$ cat src/rtl/execute_stage_if.sv
// execute_stage_if: E-stage operand/control inputs, EX/MEM register outputs and the stall request.
`default_nettype none

`ifndef WORD
`define WORD 32
`endif
`ifndef REG_SIZE
`define REG_SIZE 5
`endif

interface execute_stage_if;
    logic                 en;
    logic                 flushE;
    logic [`WORD-1:0]     srcAE;
    logic [`WORD-1:0]     srcBE;
    logic [`WORD-1:0]     writeDataE;
    logic [`WORD-1:0]     pcE;
    logic [3:0]           aluControlE;
    logic [`REG_SIZE-1:0] writeRegE;
    logic                 regWriteE;
    logic                 memWriteE;
    logic                 mem2regE;
    logic                 finishE;
    logic                 validE;

    logic [`WORD-1:0]     ALUResultM;
    logic [`WORD-1:0]     writeDataM;
    logic [`WORD-1:0]     pcM;
    logic [`REG_SIZE-1:0] writeRegM;
    logic                 regWriteM;
    logic                 memWriteM;
    logic                 mem2regM;
    logic                 finishM;
    logic                 validM;
    logic                 busyE;

    modport master (
        output en, flushE, srcAE, srcBE, writeDataE, pcE, aluControlE, writeRegE,
               regWriteE, memWriteE, mem2regE, finishE, validE,
        input  ALUResultM, writeDataM, pcM, writeRegM, regWriteM, memWriteM,
               mem2regM, finishM, validM, busyE
    );

    modport slave (
        input  en, flushE, srcAE, srcBE, writeDataE, pcE, aluControlE, writeRegE,
               regWriteE, memWriteE, mem2regE, finishE, validE,
        output ALUResultM, writeDataM, pcM, writeRegM, regWriteM, memWriteM,
               mem2regM, finishM, validM, busyE
    );
endinterface

`default_nettype wire

$ cat src/rtl/execute_stage.sv
// execute_stage: single-cycle ALU plus 32-iteration restoring divider feeding the EX/MEM register.
`default_nettype none

`ifndef WORD
`define WORD 32
`endif
`ifndef REG_SIZE
`define REG_SIZE 5
`endif

module execute_stage (
    input  wire logic        clk,
    input  wire logic        reset,
    execute_stage_if.slave   bus
);
    typedef enum logic [1:0] {
        S_IDLE = 2'd0,
        S_DIV  = 2'd1,
        S_DONE = 2'd2
    } state_t;

    state_t           r_state;
    state_t           w_state_next;
    logic [5:0]       r_count;
    logic [`WORD-1:0] r_quo;
    logic [`WORD-1:0] r_rem;
    logic [`WORD-1:0] r_divisor;

    logic             w_is_div;
    logic             w_busy;
    logic             w_start;
    logic             w_step;
    logic [`WORD:0]   w_shift;
    logic [`WORD:0]   w_diff;
    logic             w_fits;
    logic [`WORD-1:0] w_alu;
    logic [`WORD-1:0] w_result;

    assign w_is_div = (bus.aluControlE == 4'd12) || (bus.aluControlE == 4'd13);
    assign w_busy   = bus.validE & w_is_div & (r_state != S_DONE) & ~bus.flushE;
    assign bus.busyE = w_busy;

    always_ff @(posedge clk) begin
        if (reset) r_state <= S_IDLE;
        else       r_state <= w_state_next;
    end

    always_comb begin
        w_state_next = r_state;
        w_start      = 1'b0;
        w_step       = 1'b0;
        case (r_state)
            S_IDLE: begin
                if (bus.validE & w_is_div & ~bus.flushE) begin
                    w_state_next = S_DIV;
                    w_start      = 1'b1;
                end
            end
            S_DIV: begin
                w_step = 1'b1;
                if (r_count == 6'd31) w_state_next = S_DONE;
            end
            S_DONE: begin
                if (bus.en) w_state_next = S_IDLE;
            end
            default: w_state_next = S_IDLE;
        endcase
        if (bus.flushE & bus.en) begin
            w_state_next = S_IDLE;
            w_start      = 1'b0;
            w_step       = 1'b0;
        end
    end

    // Partial remainder shifted left with the next dividend bit; a zero divisor always fits,
    // which naturally yields an all-ones quotient and the dividend as remainder.
    assign w_shift = {r_rem, r_quo[`WORD-1]};
    assign w_diff  = w_shift - {1'b0, r_divisor};
    assign w_fits  = ~w_diff[`WORD];

    always_ff @(posedge clk) begin
        if (reset) begin
            r_count   <= 6'd0;
            r_quo     <= '0;
            r_rem     <= '0;
            r_divisor <= '0;
        end else if (w_start) begin
            r_count   <= 6'd0;
            r_quo     <= bus.srcAE;
            r_rem     <= '0;
            r_divisor <= bus.srcBE;
        end else if (w_step) begin
            r_count <= r_count + 6'd1;
            r_rem   <= w_fits ? w_diff[`WORD-1:0] : w_shift[`WORD-1:0];
            r_quo   <= {r_quo[`WORD-2:0], w_fits};
        end
    end

    always_comb begin
        w_alu = '0;
        case (bus.aluControlE)
            4'd0:  w_alu = bus.srcAE + bus.srcBE;
            4'd1:  w_alu = bus.srcAE - bus.srcBE;
            4'd2:  w_alu = bus.srcAE & bus.srcBE;
            4'd3:  w_alu = bus.srcAE | bus.srcBE;
            4'd4:  w_alu = bus.srcAE ^ bus.srcBE;
            4'd5:  w_alu = {{(`WORD-1){1'b0}}, $signed(bus.srcAE) < $signed(bus.srcBE)};
            4'd6:  w_alu = {{(`WORD-1){1'b0}}, bus.srcAE < bus.srcBE};
            4'd7:  w_alu = bus.srcAE << bus.srcBE[4:0];
            4'd8:  w_alu = bus.srcAE >> bus.srcBE[4:0];
            4'd9:  w_alu = $unsigned($signed(bus.srcAE) >>> bus.srcBE[4:0]);
            4'd10: w_alu = bus.srcBE;
            4'd11: w_alu = bus.srcAE * bus.srcBE;
            default: w_alu = '0;
        endcase
    end

    assign w_result = w_is_div ? ((bus.aluControlE == 4'd12) ? r_quo : r_rem) : w_alu;

    always_ff @(posedge clk) begin
        if (reset) begin
            bus.ALUResultM <= '0;
            bus.writeDataM <= '0;
            bus.pcM        <= '0;
            bus.writeRegM  <= '0;
            bus.regWriteM  <= 1'b0;
            bus.memWriteM  <= 1'b0;
            bus.mem2regM   <= 1'b0;
            bus.finishM    <= 1'b0;
            bus.validM     <= 1'b0;
        end else if (bus.en) begin
            if (bus.flushE | w_busy) begin
                bus.ALUResultM <= '0;
                bus.writeDataM <= '0;
                bus.pcM        <= '0;
                bus.writeRegM  <= '0;
                bus.regWriteM  <= 1'b0;
                bus.memWriteM  <= 1'b0;
                bus.mem2regM   <= 1'b0;
                bus.finishM    <= 1'b0;
                bus.validM     <= 1'b0;
            end else begin
                bus.ALUResultM <= w_result;
                bus.writeDataM <= bus.writeDataE;
                bus.pcM        <= bus.pcE;
                bus.writeRegM  <= bus.writeRegE;
                bus.regWriteM  <= bus.regWriteE;
                bus.memWriteM  <= bus.memWriteE;
                bus.mem2regM   <= bus.mem2regE;
                bus.finishM    <= bus.finishE;
                bus.validM     <= bus.validE;
            end
        end
    end
endmodule

`default_nettype wire

$ cat src/flat_wrapper.sv
// flat-port wrapper written by rule: the top's interface ports become plain ports
module execute_stage_flat 
  (clk, reset, bus_en, bus_flushE, bus_srcAE, bus_srcBE, bus_writeDataE, bus_pcE, bus_aluControlE, bus_writeRegE, bus_regWriteE, bus_memWriteE, bus_mem2regE, bus_finishE, bus_validE, bus_ALUResultM, bus_writeDataM, bus_pcM, bus_writeRegM, bus_regWriteM, bus_memWriteM, bus_mem2regM, bus_finishM, bus_validM, bus_busyE);
  execute_stage_if bus_i ();
  input  wire logic clk;
  input  wire logic reset;
  input wire logic [$bits(bus_i.en)-1:0] bus_en;
  input wire logic [$bits(bus_i.flushE)-1:0] bus_flushE;
  input wire logic [$bits(bus_i.srcAE)-1:0] bus_srcAE;
  input wire logic [$bits(bus_i.srcBE)-1:0] bus_srcBE;
  input wire logic [$bits(bus_i.writeDataE)-1:0] bus_writeDataE;
  input wire logic [$bits(bus_i.pcE)-1:0] bus_pcE;
  input wire logic [$bits(bus_i.aluControlE)-1:0] bus_aluControlE;
  input wire logic [$bits(bus_i.writeRegE)-1:0] bus_writeRegE;
  input wire logic [$bits(bus_i.regWriteE)-1:0] bus_regWriteE;
  input wire logic [$bits(bus_i.memWriteE)-1:0] bus_memWriteE;
  input wire logic [$bits(bus_i.mem2regE)-1:0] bus_mem2regE;
  input wire logic [$bits(bus_i.finishE)-1:0] bus_finishE;
  input wire logic [$bits(bus_i.validE)-1:0] bus_validE;
  output wire logic [$bits(bus_i.ALUResultM)-1:0] bus_ALUResultM;
  output wire logic [$bits(bus_i.writeDataM)-1:0] bus_writeDataM;
  output wire logic [$bits(bus_i.pcM)-1:0] bus_pcM;
  output wire logic [$bits(bus_i.writeRegM)-1:0] bus_writeRegM;
  output wire logic [$bits(bus_i.regWriteM)-1:0] bus_regWriteM;
  output wire logic [$bits(bus_i.memWriteM)-1:0] bus_memWriteM;
  output wire logic [$bits(bus_i.mem2regM)-1:0] bus_mem2regM;
  output wire logic [$bits(bus_i.finishM)-1:0] bus_finishM;
  output wire logic [$bits(bus_i.validM)-1:0] bus_validM;
  output wire logic [$bits(bus_i.busyE)-1:0] bus_busyE;
  assign bus_i.en = bus_en;
  assign bus_i.flushE = bus_flushE;
  assign bus_i.srcAE = bus_srcAE;
  assign bus_i.srcBE = bus_srcBE;
  assign bus_i.writeDataE = bus_writeDataE;
  assign bus_i.pcE = bus_pcE;
  assign bus_i.aluControlE = bus_aluControlE;
  assign bus_i.writeRegE = bus_writeRegE;
  assign bus_i.regWriteE = bus_regWriteE;
  assign bus_i.memWriteE = bus_memWriteE;
  assign bus_i.mem2regE = bus_mem2regE;
  assign bus_i.finishE = bus_finishE;
  assign bus_i.validE = bus_validE;
  assign bus_ALUResultM = bus_i.ALUResultM;
  assign bus_writeDataM = bus_i.writeDataM;
  assign bus_pcM = bus_i.pcM;
  assign bus_writeRegM = bus_i.writeRegM;
  assign bus_regWriteM = bus_i.regWriteM;
  assign bus_memWriteM = bus_i.memWriteM;
  assign bus_mem2regM = bus_i.mem2regM;
  assign bus_finishM = bus_i.finishM;
  assign bus_validM = bus_i.validM;
  assign bus_busyE = bus_i.busyE;
  execute_stage u_core (.clk(clk), .reset(reset), .bus(bus_i));
endmodule
$ cat config.mk
export PLATFORM = sky130hd
export DESIGN_NAME = execute_stage_flat
export DESIGN_NICKNAME = d
export VERILOG_FILES = /design/src/rtl/execute_stage_if.sv /design/src/rtl/execute_stage.sv /design/src/flat_wrapper.sv
export SDC_FILE = /design/constraint.sdc
export NUM_CORES = 2
export LEC_CHECK = 0
export BUFFER_PORTS_ARGS = -buffer_cell sky130_fd_sc_hd__clkbuf_2
export CORE_MARGIN = 5
export CORE_UTILIZATION = 50
export DETAILED_ROUTE_END_ITERATION = 6
export PLACE_DENSITY = 0.69
export SYNTH_ARGS = -nofsm -noshare
export SYNTH_HDL_FRONTEND = slang
export SYNTH_SLANG_ARGS = --single-unit
$ cat constraint.sdc
create_clock -name clk -period 12.5 [get_ports clk]
set_clock_uncertainty 0.15 [all_clocks]
set_input_delay 3.75 -clock clk [delete_from_list [all_inputs] [get_ports clk]]
set_output_delay 3.75 -clock clk [all_outputs]
set_load 0.005 [all_outputs]
=== After elaboration in Yosys (flattened, before gate mapping) ===
Index checks and enable logic that the tools add are counted.

* Reduce and logical (&&, ||, !) cells: 7
* Eq/ne operators: 20
* $add $sub $neg: 4
* Shift-type cells: 3
* Multipliers: 1
* Multiplexer cells: 24
* Bitwise gates (word level): 11
* Order comparisons: 2

{| class="wikitable"
|+ Operators by type and width
! kind !! number
|-
| $pmux W32 S12 || 1
|-
| $mux W32 || 8
|-
| $lt A32 B32 Y1 || 2
|-
| $sub A33 B32 Y33 || 1
|-
| $add A32 B32 Y32 || 1
|-
| $and A32 B32 Y32 || 1
|-
| $mul A32 B32 Y32 || 1
|-
| $or A32 B32 Y32 || 1
|-
| $shl A32 B5 Y32 || 1
|-
| $shr A32 B5 Y32 || 1
|-
| $sshr A32 B5 Y32 || 1
|-
| $sub A32 B32 Y32 || 1
|-
| $xor A32 B32 Y32 || 1
|-
| $eq A4 B4 Y1 const B || 6
|-
| $eq A4 B3 Y1 const B || 4
|-
| $mux W1 || 10
|-
| $eq A4 B2 Y1 const B || 2
|-
| $add A6 B1 Y6 const B || 1
|-
| $eq A6 B5 Y1 const B || 1
|-
| $mux W2 || 3
|-
| $pmux W2 S3 || 1
|-
| $and A1 B1 Y1 || 5
|-
| $mux W5 || 1
|-
| $eq A4 B1 Y1 const B || 1
|-
| other kinds (12) || 16
|}

* Output and inout bits: 107
* Word-level logic and storage cells: 86
* Register bits after elaboration: 210
* Bits of input ports: 146

=== Logic depth before layout (Yosys ltp) ===
* Depth in word-level cells: 8
* Mapped depth: 30
* Depth with buffers taken out: 27

=== Least setup slack after synthesis ===
Ideal clock, no wire load.

* Kind: input port to flip-flop
* From: input bus_srcBE[2]
* To: register u_core.bus.ALUResultM[31]
* Setup slack: 738 ps
* Cell stages on the path: 29
* Required time: 12221 ps
* Data arrival time: 11483 ps
* Cell sequence: inv_1 -> buf_2 -> buf_1 -> buf_1 -> clkbuf_1 -> nor2_1 -> fa_1 -> inv_1 -> fa_1 -> fa_1 -> fa_1 -> inv_1 -> fa_1 -> inv_1 -> fa_1 -> inv_1 -> fa_1 -> fa_1 -> ha_1 -> a21o_1 -> a21o_1 -> a21oi_1 -> nand2_1 -> o31a_1 -> a221o_1 -> a31oi_1 -> xnor2_1 -> o32a_1 -> a31oi_1

* Longest elaborated chain between the ends: 4
* Elaborated cells between the ends (all ways): 9

{| class="wikitable"
|+ RTL lines
! item !! RTL line !! source
|-
| from (decl) || flat_wrapper.sv:10 || <nowiki>input wire logic [$bits(bus_i.srcBE)-1:0] bus_srcBE;</nowiki>
|-
| $mul A32 B32 Y32, or another cell as far along || execute_stage.sv:113 || <nowiki>4'd11: w_alu = bus.srcAE * bus.srcBE;</nowiki>
|-
| $pmux W32 S12 * || execute_stage.sv:101 || <nowiki>case (bus.aluControlE)</nowiki>
|-
| $mux W32 * || execute_stage.sv:118 || <nowiki>assign w_result = w_is_div ? ((bus.aluControlE == 4'd12) ? r_quo : r_rem) : w_alu;</nowiki>
|-
| $mux W32 * || execute_stage.sv:132 || <nowiki>if (bus.flushE | w_busy) begin</nowiki>
|-
| to (signal assigned) || execute_stage.sv:143 || <nowiki>bus.ALUResultM <= w_result;</nowiki>
|-
| to (decl) || execute_stage_if.sv:47 || <nowiki>output ALUResultM, writeDataM, pcM, writeRegM, regWriteM, memWriteM,</nowiki>
|}

Mark *: on every way between the ends. The rest lies on a longest branch, timed or not.
A chain may end at the register's enable or synchronous reset.

=== Worst setup path in the final report ===
* From: input bus_srcAE[7]
* To: register u_core.bus.ALUResultM[18]

* Longest elaborated chain between the ends: 4
* Elaborated cells between the ends (all ways): 9

{| class="wikitable"
|+ RTL lines
! item !! RTL line !! source
|-
| from (decl) || flat_wrapper.sv:9 || <nowiki>input wire logic [$bits(bus_i.srcAE)-1:0] bus_srcAE;</nowiki>
|-
| $mul A32 B32 Y32, or another cell as far along || execute_stage.sv:113 ||
|-
| $pmux W32 S12 * || execute_stage.sv:101 ||
|-
| $mux W32 * || execute_stage.sv:118 ||
|-
| $mux W32 * || execute_stage.sv:132 ||
|}

Marks and branches as above.

==> out/results.ini <==
[outcome]
status=completed

[grt]
use_met3_pct=13.1
grt_pass1_wl_mm=216
grt-busiest-layer=met2
antenna_found_initial=15
grtUsageTotal_pct=40.2
grt_pass1_vias=32700
met2_usage_pct=59.5
grt_use_met1_pct=53.0
grt_max_degree=161
grt_overflow=0

[timing]
fin_tns_setup_ns=0
setup_violations=0
slew_headroom_pct=19.0
finalHoldViolCount=0
fmax_ghz=0.0897
drv_slew=0
post-route-period-util_pct=89.2
hold_ws_ns=0.306
min_period_ns=11.14
rsz0062_at_grt=no
tightest_slew_ns=1.20

[setup_path]
worst_setup_path_end_kind=flip-flop
reg2regPathDepth=13
ff2ff_setup_slack_ns=8.50
r2r_end=u_core.r_rem[12]
required_ns=12.74
r2r_start=u_core.r_rem[0]
crit_arrival_ns=11.38
crit_type=primary input to flip-flop
worstPathMaxFanout=12
worst_setup_path_start_kind=primary input

[route]
first_pass_iters=6
route.vias.total=33500
drc_errors=0
wl_mm=149
antenna_left=0
drtIter0Drc=4306
detail_route.vias_per_cell=6.49
routedWlPerCell_um=28.8

[die]
initial_core_util_pct=50.6
die-area_um2=72100
ios=253
core-area_um2=66000
die_x_um=268
die_h_um=268
rows=94

[synth]
synth_edf_count=0
ys_ff_latch=210
synthesis.area_um2=33400
synth.top_cell.area_share_pct=24.6
synthCells=4167
ys.flop_type=dfxtp_1
ys_types=86
ys_warn_count=0
synth-compound-area-share_pct=18.3
synth_mux_area_share_pct=6.49
syn_area_per_cell_um2=8.02
synthXorXnorAreaFrac_pct=3.25
synth_top_family_by_area=adder cells
synthSimpleGateAreaFrac_pct=15.8
ys_seq_area_share_pct=12.6
async_flop_share_pct=0
synth_top_area_cell=fa_1
synthAdderAreaFrac_pct=34.1
ys_top_cells_by_area=fa_1 (25%), dfxtp_1 (13%), ha_1 (9.5%)
syn_nets=4977

[layout]
nets=5092
final_common_cell=nor2_1
fillers=6330
mostFrequentLayoutCells=nor2_1 (595), inv_1 (509), nand2_1 (450)
drive_above_1_share_pct=11.9
area_growth_pct=9.11
postLayoutCellArea_um2=36400

[clock_network]
cts_setup_buffers=0
clk_latency_ns=0.57
cts_resized=0
cts_buffers=23
clk_pin_slew_ns=0.06
cts_hold_buffers=0
clk_path_buf_depth=3
h-tree-depth=1
tritoncts=built
cts_sinks=210
cts_root_buf=clkbuf_16

[worst_hold_path]
hp-start=u_core.r_divisor[7]
min_path_cells=2
hold_class=flip-flop to flip-flop
holdPathEnd=u_core.r_divisor[7]

[placement]
gp_congestion=1.07
place.port_buffers=252
place_area_um2=35600
dpl.hpwl_mm=112

[run]
maxCapViolCount=0

==> flip-flops by register name, summed over array words and instances (netlist names) <==
signal / count
u_core.bus.writeRegM: 5
u_core.r_quo: 32
u_core.r_divisor: 32
u_core.bus.pcM: 32
u_core.bus.mem2regM: 1
u_core.bus.writeDataM: 32
u_core.r_count: 6
u_core.bus.ALUResultM: 32
u_core.r_rem: 32
u_core.r_state: 2
u_core.bus.validM: 1
u_core.bus.finishM: 1
u_core.bus.regWriteM: 1
u_core.bus.memWriteM: 1
==> area by class of cell <==
| class | count | area (µm²) | share of cell area (%) |
|---|---|---|---|
| clock buffers | 29 | 638 | 1.75 |
| multi-input cells | 3137 | 26100 | 71.6 |
| repair buffers | 382 | 2260 | 6.19 |
| inverters | 528 | 1980 | 5.44 |
| flip-flops and latches | 210 | 4200 | 11.5 |
| well taps | 864 | 1080 | 2.97 |
| diodes | 2 | 5.00 | 0.0137 |
| clock inverters | 12 | 189 | 0.518 |
==> metal layers <==
| layer | wire length, µm | up-vias | part of all wire [%] |
|---|---|---|---|
| met5 | 140 | - | 0.094 |
| met4 | 10500 | 18 | 7.1 |
| met3 | 20000 | 620 | 13 |
| met2 | 62400 | 2368 | 42 |
| li1 | - | 14100 | - |
| met1 | 55600 | 16300 | 37 |
==> logic make-up (layout without fill, tap and decap cells) <==
kind of cell	after synthesis	in the layout
and+or+nand+nor	1270	1270
AOI/OAI and AO/OA	924	924
buffers and inverters	820	951
adders and majority gates	664	664
DFF	210	210
muxes	156	156
xor gates and xnor gates	123	123
other	0	2
==> synthesized netlist by cell type (all sizes together) (9+ instances only) <==
master / number
nand2b: 21
clkinv: 14
and3: 14
nand4: 23
a31oi: 15
o2111ai: 11
a21o: 40
a211oi: 29
buf: 77
o21bai: 26
o21ai: 164
nor4: 10
dfxtp: 210
a221o: 17
or3: 15
a211o: 11
fa: 411
ha: 253
xor2: 29
nand2: 450
mux2i: 103
nor3: 37
mux4: 48
o21a: 14
clkbuf: 215
a221oi: 30
a21oi: 274
o22ai: 14
o221ai: 23
a22oi: 123
nor2: 600
xnor2: 94
and2: 12
o31ai: 20
nand3: 41
o211ai: 29
a2111oi: 9
nor2b: 21
inv: 514
==> worst max-delay path by stage <==
stage	cells past startpoint	from	end
2_1_floorplan	29	bus_srcBE[2]	u_core.bus.ALUResultM[31]
3_3_place_gp	26	bus_srcBE[4]	u_core.bus.ALUResultM[30]
3_5_place_dp	26	bus_srcBE[4]	u_core.bus.ALUResultM[31]
4_1_cts	26	bus_srcBE[4]	u_core.bus.ALUResultM[31]
5_1_grt	26	bus_srcBE[4]	u_core.bus.ALUResultM[31]
6_report	25	bus_srcAE[7]	u_core.bus.ALUResultM[18]
==> per-stage QoR <==
step	cells	setup WS, ns	utilization (%)
final	5164	1.36	55.2
after global placement	5121	0.940	54.0
after CTS	5162	1.46	55.2
after global routing	5162	1.05	55.2
after detailed placement	5121	0.876	54.0
after floorplan	4167	0.738	-
==> critical path, stage by stage <==
cell and delay, ns:
clkbuf_2 0.09, clkinv_1 0.77, nor2_1 0.43, fa_1 0.44, inv_1 0.08, fa_1 0.43
fa_1 0.50, inv_1 0.06, fa_1 0.53, ha_1 0.22, ha_1 0.27, inv_1 0.04
fa_1 0.48, inv_1 0.05, fa_1 0.44, ha_1 0.36, nor2_1 0.06, a21oi_1 0.20
nand4_1 0.27, a211oi_1 0.38, nor2b_1 0.14, xnor2_1 0.29, a2111oi_0 0.81, buf_4 0.22
o21ai_0 0.06
Power is not shown: default switching activity piles up to over one toggle a cycle in this logic, so the estimate is an artifact.
